[config.mk]
export PLATFORM = sky130hd
export DESIGN_NAME = oam_dma_ctrl
export DESIGN_NICKNAME = d
export VERILOG_FILES = /design/src/rtl/nes_mem_pkg.sv /design/src/rtl/oam_dma_ctrl.sv
export SDC_FILE = /design/constraint.sdc
export NUM_CORES = 1
export LEC_CHECK = 0
export ABC_AREA = 0
export BUFFER_PORTS_ARGS = -buffer_cell sky130_fd_sc_hd__buf_2
export CAP_MARGIN = 25
export CORE_MARGIN = 5
export CORE_UTILIZATION = 50
export DETAILED_ROUTE_END_ITERATION = 16
export PLACE_DENSITY = 0.81
export SYNTH_ARGS = -nofsm -noshare
export SYNTH_HDL_FRONTEND = slang
export SYNTH_SLANG_ARGS = --single-unit
[constraint.sdc]
create_clock -name clk -period 4.2 [get_ports clk]
set_clock_uncertainty 0.15 [all_clocks]
set_input_delay 0.84 -clock clk [delete_from_list [all_inputs] [get_ports clk]]
set_output_delay 0.84 -clock clk [all_outputs]
set_load 0.01 [all_outputs]
[src/rtl/nes_mem_pkg.sv]
// Shared NES memory-map constants, OAM DMA state encoding and page helper.
package nes_mem_pkg;

    localparam logic [15:0] PPU_OAMADDR = 16'h2003;
    localparam logic [15:0] PPU_OAMDATA = 16'h2004;
    localparam logic [15:0] PPU_ADDR    = 16'h2006;
    localparam logic [15:0] PPU_DATA    = 16'h2007;
    localparam logic [15:0] OAM_DMA     = 16'h4014;

    typedef enum logic [2:0] {
        IDLE  = 3'd0,
        HALT  = 3'd1,
        ALIGN = 3'd2,
        READ  = 3'd3,
        WRITE = 3'd4,
        DONE  = 3'd5
    } dma_state_t;

    // Pages $20-$40 map onto PPU/APU registers rather than RAM.
    function automatic logic page_is_io(input logic [7:0] page);
        return (page >= 8'h20) && (page <= 8'h40);
    endfunction

endpackage

[src/rtl/oam_dma_ctrl.sv]
// Sprite DMA initiator: snoops $4014 writes, halts the CPU and copies one page to OAMDATA.
// Optional macro OAM_DMA_PAGE_GUARD_EN rejects triggers that target I/O pages.
module oam_dma_ctrl
    import nes_mem_pkg::*;
#(
    parameter int unsigned  XFER_LEN      = 256,
    parameter logic [15:0]  OAMDATA_ADDR  = PPU_OAMDATA,
    parameter logic [15:0]  DMA_TRIG_ADDR = OAM_DMA
) (
    input  logic        clk,
    input  logic        rst,
    input  logic [15:0] cpu_addr_in,
    input  logic [7:0]  cpu_data_in,
    input  logic        cpu_write_en,
    input  logic [7:0]  mem_data_in,
    output logic        cpu_halt,
    output logic        dma_active,
    output logic [15:0] mem_addr,
    output logic [7:0]  mem_data_out,
    output logic        mem_write_en,
    output logic        mem_read_en,
    output logic        dma_done,
    output logic        dma_err
);

    localparam logic [7:0] LAST_IDX = 8'(XFER_LEN - 1);

    dma_state_t  r_state;
    dma_state_t  w_next_state;
    logic [7:0]  r_page;
    logic [7:0]  r_idx;
    logic [7:0]  w_next_page;
    logic [7:0]  w_next_idx;
    logic        r_parity;
    logic        w_trig;
    logic        w_accept;
    logic        r_cpu_halt;
    logic        r_dma_active;
    logic [15:0] r_mem_addr;
    logic        r_mem_write_en;
    logic        r_mem_read_en;
    logic        r_dma_done;

    assign w_trig = (r_state == IDLE) && cpu_write_en && (cpu_addr_in == DMA_TRIG_ADDR);

`ifdef OAM_DMA_PAGE_GUARD_EN
    logic w_reject;
    logic r_dma_err;

    assign w_reject = w_trig && page_is_io(cpu_data_in);
    assign w_accept = w_trig && !w_reject;

    always_ff @(posedge clk or negedge rst) begin
        if (!rst) r_dma_err <= 1'b0;
        else      r_dma_err <= w_reject;
    end

    assign dma_err = r_dma_err;
`else
    assign w_accept = w_trig;
    assign dma_err  = 1'b0;
`endif

    always_comb begin
        w_next_state = r_state;
        case (r_state)
            IDLE:    if (w_accept) w_next_state = HALT;
            // r_parity is this cycle's parity, so the next cycle is even when it is 1
            HALT:    w_next_state = r_parity ? READ : ALIGN;
            ALIGN:   w_next_state = READ;
            READ:    w_next_state = WRITE;
            WRITE:   w_next_state = (r_idx == LAST_IDX) ? DONE : READ;
            DONE:    w_next_state = IDLE;
            default: w_next_state = IDLE;
        endcase
    end

    always_comb begin
        w_next_page = r_page;
        w_next_idx  = r_idx;
        if (w_accept) begin
            w_next_page = cpu_data_in;
            w_next_idx  = '0;
        end else if (r_state == WRITE) begin
            w_next_idx = r_idx + 8'd1;
        end
    end

    always_ff @(posedge clk or negedge rst) begin
        if (!rst) begin
            r_state  <= IDLE;
            r_page   <= '0;
            r_idx    <= '0;
            r_parity <= 1'b0;
        end else begin
            r_state  <= w_next_state;
            r_page   <= w_next_page;
            r_idx    <= w_next_idx;
            r_parity <= ~r_parity;
        end
    end

    // Outputs are decoded from the next state so they are registered alongside it.
    always_ff @(posedge clk or negedge rst) begin
        if (!rst) begin
            r_cpu_halt     <= 1'b0;
            r_dma_active   <= 1'b0;
            r_mem_addr     <= '0;
            r_mem_write_en <= 1'b0;
            r_mem_read_en  <= 1'b0;
            r_dma_done     <= 1'b0;
        end else begin
            r_cpu_halt     <= w_next_state inside {HALT, ALIGN, READ, WRITE};
            r_dma_active   <= w_next_state inside {HALT, ALIGN, READ, WRITE};
            r_mem_read_en  <= (w_next_state == READ);
            r_mem_write_en <= (w_next_state == WRITE);
            r_dma_done     <= (w_next_state == DONE);
            if (w_next_state == READ)
                r_mem_addr <= {w_next_page, w_next_idx};
            else if (w_next_state == WRITE)
                r_mem_addr <= OAMDATA_ADDR;
            else
                r_mem_addr <= '0;
        end
    end

    assign cpu_halt     = r_cpu_halt;
    assign dma_active   = r_dma_active;
    assign mem_addr     = r_mem_addr;
    assign mem_write_en = r_mem_write_en;
    assign mem_read_en  = r_mem_read_en;
    assign dma_done     = r_dma_done;
    assign mem_data_out = (r_state == WRITE) ? mem_data_in : '0;

endmodule

## Yosys cells after proc, flatten, opt, wreduce, memory -nomap -nowiden

Cells that the tools add are included.

| storage, ports and cells | value |
|---|---|
| flip-flop bits (word level) | 40 |
| input port bits | 35 |
| output and inout port bits | 30 |

| cells by class | value |
|---|---|
| $add $sub $neg | 1 |
| equal/unequal tests | 11 |
| multiplexer cells | 10 |
| bitwise gates (word level) | 1 |
| reduce and logical (&&, ||, !) cells | 4 |

Operator list:

| cell | count |
|---|---|
| 2-to-1 mux 8 bit | 4 |
| equality test 16 x 15 -> 1 bit (second input constant) | 1 |
| 2-to-1 mux 16 bit | 1 |
| case mux 3 bit (5 select lines) | 1 |
| 2-to-1 mux 14 bit | 1 |
| equality test 3 x 2 -> 1 bit (second input constant) | 4 |
| equality test 3 bit (second input constant) | 3 |
| adder 8 x 1 -> 8 bit (second input constant) | 1 |
| equality test 8 bit (second input constant) | 1 |
| equality test 3 x 1 -> 1 bit (second input constant) | 2 |
| 2-to-1 mux 3 bit | 2 |
| nonzero test 4 bit | 1 |
| zero test 3 bit | 1 |
| logical AND 1 bit | 2 |
| 2-to-1 mux 1 bit | 1 |
| inverter 1 bit | 1 |

## Logic depth before layout (Yosys ltp)

| logic depth | value |
|---|---|
| word-level depth | 8 |
| depth in mapped cells | 7 |
| mapped depth without buffers | 5 |

## Worst setup path before layout

Ideal clock, no wire load.

| timing | value |
|---|---|
| path type | input-to-reg |
| start point | input cpu_addr_in[1] |
| end point | register r_page[0] |
| library setup time | 0.125 ns |
| arrival time | 2.016 ns |
| slack | 1.909 ns |
| cell stages on the path | 6 |
| path through | nor4b_1 and4b_1 buf_2 and2_4 buf_12 mux2_4 |

| between the ends | value |
|---|---|
| word-level cells in the longest chain between the ends | 3 |

RTL lines:

| element | RTL line | text |
|---|---|---|
| start, declared | oam_dma_ctrl.sv:12 | `input logic [15:0] cpu_addr_in,` |
| equality test 16 x 15 -> 1 bit | oam_dma_ctrl.sv:44 | `assign w_trig = (r_state == IDLE) && cpu_write_en && (cpu_addr_in == DMA_TRIG_ADDR);` |
| logical AND 1 bit | oam_dma_ctrl.sv:44 |  |
| 2-to-1 mux 8 bit | oam_dma_ctrl.sv:81 | `if (w_accept) begin` |
| via w_next_page[0] | oam_dma_ctrl.sv:32 | `logic [7:0] w_next_page;` |
| end signal, assigned | oam_dma_ctrl.sv:97 | `r_page <= w_next_page;` |
| end, declared | oam_dma_ctrl.sv:30 | `logic [7:0] r_page;` |

The timed path passes the listed nets, and every way through them passes these cells.

## Final worst setup path

| timing | value |
|---|---|
| start point | register r_state[1] |
| end point | output mem_data_out[4] |

| between the ends | value |
|---|---|
| word-level cells in the longest chain between the ends | 2 |

RTL lines:

| element | RTL line | text |
|---|---|---|
| start, declared | oam_dma_ctrl.sv:28 | `dma_state_t r_state;` |
| start signal, assigned | oam_dma_ctrl.sv:96 | `r_state <= w_next_state;` |
| equality test 3 bit | oam_dma_ctrl.sv:133 | `assign mem_data_out = (r_state == WRITE) ? mem_data_in : '0;` |
| 2-to-1 mux 8 bit | oam_dma_ctrl.sv:133 |  |
| end, declared | oam_dma_ctrl.sv:19 | `output logic [7:0] mem_data_out,` |

No other way between the ends.

==> run summary <==
Outcome -> finished clean
Mapped Area -> 1760 um^2
Synth Area in Simple Gates -> 18.4%
Layout area overhead -> 22.1%
Syn Nets -> 185
Max cap viols -> 0
Mapped Cells -> 149
DIE WIDTH -> 69.4 um
Peak supply drop -> 0.343 mV
Hold path start -> r_parity
Filler cells -> 301
Hold Crit Class -> reg -> reg
Area of the multi-input gates -> 666 um^2
Global route total overflow -> 0
Synth Area in Adders -> 0.710%
Initial antenna violation count -> 0
Period utilization -> 66.1%
Max-slew headroom -> 44.8%
Count of final max-slew check failures -> 0
RR Endpoint -> r_page[0]
GRT Overall Usage -> 14.8%
Worst reg-to-reg path cell count -> 4
Vias in the first global route -> 1,314
Setup TNS -> 0 ns
Setup ws final -> 1.42 ns
Placed cell count -> 248
Core Footprint -> 3360 um^2
Post-CTS Resized -> 0
Fin. Hold Viols -> 0
Final non-filler cell total -> 256
Via count -> 1,287
Total CTS buffers -> 5
Port bufs -> 63
Max frequency -> 0.360 GHz
CP peak stage delay -> 0.60 ns
Drt wl/cell -> 13.2 um
Top Ports -> 65
Synth Warn # -> 0
Final Wtd Congestion -> 0.768
Drt initial violations -> 44
Crit path max fanout -> 18
Crit-path cells -> nor3b_4 -> and2_1 -> buf_2
Synth Area in XOR/XNOR -> 3.97%
Clock buffer depth -> 2
Sequential share of the synthesized area -> 56.8%
Critical Path RT -> 3.21 ns
Starting Density -> 52.4%
Min cycle time layout -> 2.78 ns
Residual DRC -> 0
Pleak -> 1.13 nW
Power Density -> 595 nW/um^2
Later-pin clock latency in the skew report -> 0.35 ns
# clock sinks -> 40
Crit. End Element -> output port
Final HPWL DP -> 2490 um
Share of the synthesized area in the top cell type -> 56.8%
Post-CTS Setup Repair Bufs -> 0
R2r setup slk -> 2.09 ns
Global-route wire length before repair -> 5740 um
Die area -> 4810 um^2
Worst setup path category -> reg -> out
Drt total wl -> 3370 um
Mux share of post-synthesis cell area -> 7.38%
Chip height -> 69.4 um
Final ANT Viol Nets -> 0
Delay-heaviest family, CP -> simple AND/OR/NAND/NOR gates
Pwr Total -> 1.28 mW
Pre-Repair DR Iteration Count -> 4
Master of the slowest instance on the critical path -> nor3b_4
Main combinational cell family by area after synthesis -> simple AND/OR/NAND/NOR gates
Min-Delay Endpoint -> r_parity
Worst slew pin tran -> 0.829 ns
Dpl ws -> 1.57 ns
Data arrival, critical path -> 1.79 ns
Largest net degree at the start of global routing -> 41
CTS tree -> done
Clock root cell -> clkbuf_4
RSZ-0062 raised after global routing -> no
Nets -> 245
Number of buffers and inverters on the critical path -> 1
Synth Area per Inst -> 11.8 um^2
Antenna Cells -> 0
Hold-fix buffers, CTS -> 0
Startpoint Class -> flop
Clock transition at the registers of the reported paths -> 0.11 ns
FF+latch count, synth -> 40
Complex-gate fraction of the synthesized area -> 7.10%
Via-to-Cell Ratio -> 5.03
Crit Reg-Reg Startpoint -> r_state[2]
Register area -> 1000 um^2
Synth area leader -> dfrtp_1
Row cnt -> 21
Cell variety after synth -> 36
Top cells by area, synth -> dfrtp_1 (57%), mux2_4 (6.8%), nor2_1 (4.9%)
Hold Crit Depth -> 1
Setup violators final -> 0
Critical path launch point -> r_state[1]
Fraction of layout cells with a size suffix above 1 -> 40.0%
Htree depth -> 2
## layout by cell type, fill, tap and decap left out, types with 2 or more instances in the layout
master | Yosys | final
and3_1 | 4 | 4
xor2_1 | 6 | 6
buf_2 | 4 | 63
xnor2_1 | 2 | 2
nor3_1 | 3 | 3
nor4b_1 | 3 | 3
mux2_4 | 8 | 8
a32oi_1 | 7 | 7
dfrtp_1 | 40 | 40
inv_1 | 5 | 5
and2_1 | 8 | 8
nand4_1 | 3 | 3
nand3_1 | 2 | 2
o21ai_0 | 2 | 2
clkbuf_4 | 0 | 5
nand2_1 | 5 | 5
clkbuf_8 | 0 | 2
nor2_1 | 23 | 23
## flip-flops by register name, indices dropped and copies added (netlist names)
name          cells
mem_addr         16
r_parity          1
mem_write_en      1
dma_active        1
r_state           3
dma_done          1
r_page            8
mem_read_en       1
r_idx             8
## how the worst max path moves through the flow
stage | to | slack, ns | cells past startpoint
2_1_floorplan | r_page[0] | 1.91 | 6
3_3_place_gp | r_page[3] | 1.63 | 5
3_5_place_dp | r_page[0] | 1.57 | 5
4_1_cts | mem_data_out[5] | 1.40 | 3
5_1_grt | mem_data_out[5] | 1.26 | 3
6_report | mem_data_out[4] | 1.42 | 3
## routing by layer
metal	share of wire (%)	wire length (um)	vias to the layer above	GRT usage (%)
li1	-	-	628	-
met1	44	1470	609	16.9
met2	47	1580	46	25.0
met3	8.3	279	4	6.09
met4	1.4	46	0	5.21
met5	0	0	-	0
## cells by family (layout without fill, tap and decap cells)
family,count (synthesis),count (layout)
simple gates,59,59
flops,40,40
compound gates,16,16
buf+inv,15,76
mux,9,9
xor+xnor,8,8
fa+ha+maj,1,1
other cells,1,1
## layout make-up
| type | instances | share of cell area [%] |
|---|---|---|
| Multi-Input combinational cell | 94 | 30.9 |
| Timing Repair Buffer | 63 | 14.6 |
| Inverter | 5 | 0.872 |
| Clock buffer | 7 | 3.02 |
| Sequential cell | 40 | 46.5 |
| Clock inverter | 1 | 1.39 |
| Tap cell | 46 | 2.67 |
## synth_stat cells
cell and number:
and2_4 1, nand3_1 2, o31a_1 1, a21oi_1 1, nor3b_4 1, nor2_1 23, nand4_1 3, o211ai_1 1
conb_1 1, xnor2_1 2, nor4_1 1, a21boi_2 1, dfrtp_1 40, o21ai_0 2, nand2_1 5, and4b_1 1
o21ai_1 1, nor3_1 3, buf_12 1, inv_1 5, xor2_1 6, a32oi_1 7, and4_1 1, and3_1 4
buf_2 4, nor4b_1 3, o31ai_1 1, or2_2 1, nor2b_1 1, o21ai_2 1, and3b_1 1, buf_4 5
mux2_4 8, mux2i_1 1, and2_1 8, ha_1 1
## report_power, final
part / total, mW / switching (mW) / leakage, nW / internal [mW]
clock network: 0.276 / 0.118 / 0.0515 / 0.158
logic: 0.457 / 0.283 / 0.560 / 0.174
registers: 0.550 / 0.0706 / 0.514 / 0.479
## metrics by stage
| step | hold slack, ns | instance area [um^2] | util (%) |
|---|---|---|---|
| after floorplan | 0.237 | 1760 | - |
| after global placement | 0.260 | 2060 | 61.2 |
| after detailed placement | 0.262 | 2060 | 61.2 |
| after CTS | 0.277 | 2150 | 64.0 |
| after global routing | 0.299 | 2150 | 64.0 |
| final | 0.275 | 2150 | 64.0 |
Note: power is estimated with default switching activity, not from simulation.
